**src/rtl/decoder_scan_sequencer.sv**
```systemverilog
// rtl/decoder_scan_sequencer.sv - select/enable sequencer feeding a 4-to-16 decoder stage
// Optional one-clock anti-ghosting blank between indices when SCAN_BLANK_EN is defined.
module decoder_scan_sequencer #(
    parameter int DWELL_CYCLES = 4,
    parameter int LAST_INDEX   = 15
) (
    input  logic       clk,
    input  logic       rst,
    input  logic       start,
    input  logic       stop,
    input  logic       cont,
    output logic [3:0] sel,
    output logic       sel_en,
    output logic       busy,
    output logic       done,
    output logic       wrap_tick
);
    localparam logic [7:0] DWELL_LAST = 8'(DWELL_CYCLES - 1);
    localparam logic [3:0] SEL_LAST   = 4'(LAST_INDEX);

    typedef enum logic [1:0] {
        IDLE   = 2'd0,
        ACTIVE = 2'd1
`ifdef SCAN_BLANK_EN
        , BLANK = 2'd2
`endif
    } state_t;

    state_t     state;
    logic [7:0] dwell;

    always_ff @(posedge clk) begin
        if (rst) begin
            state     <= IDLE;
            sel       <= 4'd0;
            sel_en    <= 1'b0;
            busy      <= 1'b0;
            done      <= 1'b0;
            wrap_tick <= 1'b0;
            dwell     <= 8'd0;
        end else begin
            done      <= 1'b0;
            wrap_tick <= 1'b0;
            case (state)
                IDLE: begin
                    sel    <= 4'd0;
                    sel_en <= 1'b0;
                    busy   <= 1'b0;
                    dwell  <= 8'd0;
                    if (start && !stop) begin
                        state  <= ACTIVE;
                        sel_en <= 1'b1;
                        busy   <= 1'b1;
                    end
                end
                ACTIVE: begin
                    // stop outranks any dwell expiry landing in the same cycle
                    if (stop) begin
                        state  <= IDLE;
                        sel    <= 4'd0;
                        sel_en <= 1'b0;
                        busy   <= 1'b0;
                        dwell  <= 8'd0;
                    end else if (dwell == DWELL_LAST) begin
                        dwell <= 8'd0;
                        if (sel != SEL_LAST || cont) begin
                            sel       <= (sel == SEL_LAST) ? 4'd0 : sel + 4'd1;
                            wrap_tick <= (sel == SEL_LAST);
`ifdef SCAN_BLANK_EN
                            state  <= BLANK;
                            sel_en <= 1'b0;
`endif
                        end else begin
                            state  <= IDLE;
                            sel    <= 4'd0;
                            sel_en <= 1'b0;
                            busy   <= 1'b0;
                            done   <= 1'b1;
                        end
                    end else begin
                        dwell <= dwell + 8'd1;
                    end
                end
`ifdef SCAN_BLANK_EN
                BLANK: begin
                    // sel already points at the next index; only the enable is held off
                    if (stop) begin
                        state  <= IDLE;
                        sel    <= 4'd0;
                        sel_en <= 1'b0;
                        busy   <= 1'b0;
                    end else begin
                        state  <= ACTIVE;
                        sel_en <= 1'b1;
                    end
                    dwell <= 8'd0;
                end
`endif
                default: begin
                    state  <= IDLE;
                    sel    <= 4'd0;
                    sel_en <= 1'b0;
                    busy   <= 1'b0;
                    dwell  <= 8'd0;
                end
            endcase
        end
    end
endmodule

```
**config.mk**
```make
export PLATFORM = sky130hd
export DESIGN_NAME = decoder_scan_sequencer
export DESIGN_NICKNAME = d
export VERILOG_FILES = /design/src/rtl/decoder_scan_sequencer.sv
export SDC_FILE = /design/constraint.sdc
export NUM_CORES = 1
export LEC_CHECK = 0
export ABC_AREA = 1
export CORE_MARGIN = 4
export CORE_UTILIZATION = 54
export CTS_CLUSTER_SIZE = 14
export DETAILED_ROUTE_END_ITERATION = 16
export DONT_BUFFER_PORTS = 1
export PLACE_DENSITY = 0.74
export REMOVE_ABC_BUFFERS = 1
export SYNTH_ARGS = -nofsm -noshare
export SYNTH_HDL_FRONTEND = slang
export SYNTH_SLANG_ARGS = --single-unit
```
**constraint.sdc**
```tcl
create_clock -name clk -period 3.01 [get_ports clk]
set_input_delay 0 -clock clk [delete_from_list [all_inputs] [get_ports clk]]
set_output_delay 0 -clock clk [all_outputs]
set_load 0.05 [all_outputs]
```
# Yosys cells after proc, flatten, opt, wreduce, memory -nomap -nowiden
# Index checks and enable logic that the tools add are counted.
[word_totals]
reg_bits = 17
in_bits = 5
out_inout_bits = 8
word_cells = 41
[classes]
add_sub_neg = 2
n_eq_ne = 7
muxes = 13
bitwise_logic = 3
n_reduce_logical = 10
[op_table]
columns = ["operator", "n"]
rows = [
  ["$add 8x1->8 const B", 1],
  ["$eq 8x2->1 const B", 1],
  ["$mux 2", 4],
  ["$mux 4", 2],
  ["$reduce_or 4->1", 2],
  ["$ne 3x3->1 const B", 2],
  ["$mux 1", 5],
  ["$reduce_or 5->1", 1],
  ["$add 4x1->4 const B", 1],
  ["$eq 4x4->1 const B", 1],
  ["$ne 4x4->1 const B", 1],
  ["$pmux 2 s2", 1],
  ["$not 1->1", 3],
  ["$reduce_and 3->1", 1],
  ["$reduce_or 3->1", 1],
  ["$eq 2x1->1 const B", 1],
  ["$logic_not 2->1", 1],
  ["$ne 2x2->1 const B", 1],
  ["$pmux 1 s2", 1],
  ["$reduce_and 2->1", 1],
  ["$logic_and 1x1->1", 1],
  ["$logic_not 1->1", 1],
  ["$logic_or 1x1->1", 1],
]

# Depth between registers and ports, before layout
[logic_depth]
depth_word = 6
depth_mapped = 8
depth_no_buf = 8

# Least setup slack after synthesis
# No wires, ideal clock.
[synth_path]
kind = "flip-flop to flip-flop"
from = "register sel[0]"
to = "register busy"
setup_ns = 0.107
arrival_ns = 1.463
required_ns = 2.903
setup_slack_ns = 1.440
stages_incl_launch_ff = 9
path_buffers = 0
synth_period_minus_slack_ns = 1.570
cell_sequence = "dfxtp_1 ha_1 nand2_1 nor2_1 nand2_1 nand2_1 nand3_2 nand2_2 inv_2"
[synth_via]
elab_chain_len = 4
[synth_rtl]
columns = ["element", "line_no", "rtl"]
rows = [
  ["start: declaration", "12", "output logic [3:0] sel,"],
  ["start signal: assignment", "67", "sel <= (sel == SEL_LAST) ? 4'd0 : sel + 4'd1;"],
  ["$ne 4x4->1", "66", "if (sel != SEL_LAST || cont) begin"],
  ["$logic_or 1x1->1", "66", ""],
  ["$ne 3x3->1 (no line)", "-", ""],
  ["$reduce_and 2->1 (no line)", "-", ""],
  ["end signal: assignment", "62", "busy <= 1'b0;"],
  ["end signal: assignment", "77", "busy <= 1'b0;"],
  ["end signal: assignment", "103", "busy <= 1'b0;"],
  ["end: declaration", "14", "output logic busy,"],
]
# No other way between the ends.
# A chain may end at the register's enable or synchronous reset.

# Worst setup path after layout
[layout_path]
from = "register sel[1]"
to = "register busy"
# The elaborated chain is that of the path after synthesis.

==> results.py <==
metrics = {
    "logic_synthesis": {
        "synth.top_cell.area_share": 0.4211,
        "synthesis.instances": 101,
        "synth-simple-area-share": 0.4013,
        "syn-cell-area_um2": 760.7,
        "synth_compound_area_frac": 0.05428,
        "yosysUniqueCellTypes": 22,
        "synthMuxAreaShare": 0,
        "ys_top_cells_by_area": "dfxtp_1 42%, nand2_1 12%, nor2_1 6.4%",
        "avgSynthCellArea_um2": 7.532,
        "yosys_register_bits": 16,
        "yosys_warnings": 0,
        "yosysTopAreaCell": "dfxtp_1",
        "seq_area_frac_synth": 0.4211,
        "synth-adder-area-share": 0.03289,
        "yosys.area_share.xor_xnor": 0.01151,
        "synth_top_family_by_area": "simple AND/OR/NAND/NOR gates",
    },
    "placed_design": {
        "io_buffer_count": 0,
        "detailed_place_hpwl_um": 925.8,
        "gp_congestion": 0.8480,
        "dpl_cell_area_um2": 779.5,
        "place_ws_ns": 1.283,
    },
    "cts": {
        "cts_buffers": 3,
        "htreeDepth": 1,
        "cts_max_path_buffers": 2,
        "cts.sinks": 16,
        "worstSkewPairLatency_ns": 0.28,
        "clkTransAtPathRegs_ns": 0.09,
        "cts_tree": "yes",
        "cts-resized-gates": 0,
        "cts_root_buf": "clkbuf_4",
        "cts_setup_buffers": 0,
        "cts_hold_buf": 5,
    },
    "global_route": {
        "grt_pass1_vias": 542,
        "grt_pass1_wl_um": 2159,
        "grt_max_degree": 10,
        "grt_antenna_before_repair": 0,
        "overflow": 0,
        "grt_usage": 0.1482,
    },
    "drt": {
        "wl_per_cell_um": 10.29,
        "drt-initial-drc-count": 14,
        "vias_per_cell": 5.056,
        "drc": 0,
        "dr_total_vias": 632,
        "wl_um": 1286,
        "firstDrtPassIters": 4,
        "ant_nets": 0,
    },
    "cells_and_area": {
        "mostFrequentLayoutCell": "nand2_1",
        "layout.nets": 118,
        "antenna_cells": 0,
        "area_growth_pct": 13.82,
        "drive_above_1_share": 0.2273,
        "n_fill_cell": 118,
        "design_area_um2": 865.8,
        "final_cell_mix": "25 x nand2_1, 16 x dfxtp_1, 13 x nor2_1, 8 x inv_2",
    },
    "sta": {
        "tns_ns": 0,
        "maxSlewHeadroom": 0.6107,
        "setup_violations": 0,
        "final_hold_viol_count": 0,
        "whs_ns": 0.07557,
        "skew_ns": 0.004166,
        "maxSlewViolCount": 0,
        "worst_slack_ns": 1.258,
        "finalCritPeriodShare": 0.5820,
        "rsz0062_at_grt": "no",
        "tightest_slew_ns": 0.5832,
        "max_clock_freq_mhz": 570.8,
        "finalCriticalPeriod_ns": 1.752,
    },
    "setup_path": {
        "end_kind": "flip-flop",
        "cp.arrival_ns": 1.94,
        "startpoint_type": "flip-flop",
        "required_ns": 3.20,
        "slowest_stage": "dfxtp_1",
        "rr_worst_depth": 8,
        "reg2reg_slack_ns": 1.26,
        "critical_path.startpoint": "sel[1]",
        "timing.rr.start": "sel[1]",
        "path_cells": "ha_1 > nand2_1 > nor2_1 > nand2_1 > nand2_1 > nand3_2 > nand2_2 > inv_2",
        "cp-endpoint": "busy",
        "worstReg2RegEnd": "busy",
        "cp_common_cell": "nand2_1",
        "worstSetupPathType": "flip-flop to flip-flop",
        "critPathMaxStageDelay_ns": 0.70,
        "cp_max_fo": 4,
    },
    "outcome": {
        "status": "completed",
    },
    "worst_hold_path": {
        "holdCritPathClass": "primary input to flip-flop",
        "whs_path_depth": 5,
    },
    "floorplanning": {
        "ios": 13,
        "num_rows": 13,
        "die_h_um": 45.54,
        "fp.dieW_um": 45.54,
        "initial_utilization": 0.5774,
        "coreArea_um2": 1318,
        "die-area_um2": 2073,
    },
    "run": {
        "cap_violations": 0,
    },
    "power": {
        "vdd_drop_max_v": 0.0002891,
        "total_leakage_power_nw": 0.3546,
        "powerDensity_nw_per_um2": 435.0,
        "finalPower_mw": 0.3766,
    },
}
==> cell usage after synthesis, drive strengths merged <==
cell   number
nand4       2
inv        14
ha          2
buf         1
o21ai       2
and3        1
xnor2       1
nor2       17
nor3b       1
a31oi       1
or2         3
a21oi       5
nand2      28
nand3       7
dfxtp      16
==> through the flow <==
stage	instances	utilization
6_report	125	0.6572
5_1_grt	125	0.6572
4_1_cts	125	0.6572
3_5_place_dp	116	0.5916
3_3_place_gp	116	0.5916
2_1_floorplan	100	-
==> cell type report <==
class,count,area [µm²],share of cell area
sequential,16,320.3,0.3699
clock buffer,4,36.28,0.04191
timing repair buffer,6,57.56,0.06647
multi-input combinational,70,380.4,0.4393
tap,15,18.77,0.02168
inverter,14,52.55,0.06069
==> kinds of logic after synthesis <==
group	count (synthesis)
flip-flops	16
adder cells (fa/ha/maj)	2
XOR/XNOR	1
AO/OA/AOI/OAI	8
buffers and inverters	15
AND/OR/NAND/NOR	59
==> how the worst min path moves through the flow <==
| stage | startpoint | end | slack, ns |
|---|---|---|---|
| 6_report | start | busy | 0.08 |
| 3_3_place_gp | cont | wrap_tick | 0.13 |
| 5_1_grt | start | busy | 0.11 |
| 4_1_cts | start | busy | 0.07 |
| 3_5_place_dp | cont | wrap_tick | 0.13 |
| 2_1_floorplan | cont | wrap_tick | 0.13 |
==> sequential cells by signal (all words and copies together) (netlist names) <==
signal	flops
sel	4
done	1
busy	1
wrap_tick	1
dwell	8
state	1
==> power by group <==
part           leakage [nW]  internal, mW  switching, mW
clock                0.0210        0.0736         0.0664
sequential            0.129         0.214        0.00120
combinational         0.204       0.00891         0.0126
==> critical path, delay by kind of cell (launching register included) <==
kind | cells | cell delay (ns)
buffers and inverters | 1 | 0.02
flip-flops | 1 | 0.70
adder cells (fa/ha/maj) | 1 | 0.28
AND/OR/NAND/NOR | 6 | 0.67
==> metal layers <==
| metal | up-vias | wire [µm] | global-route usage |
|---|---|---|---|
| li1 | 334 | - | - |
| met1 | 278 | 589 | 0.1703 |
| met2 | 16 | 604 | 0.2368 |
| met3 | 4 | 62 | 0.04743 |
| met4 | 0 | 29 | 0.08772 |
| met5 | - | 0 | 0 |
(Power assumes the default switching activity.)
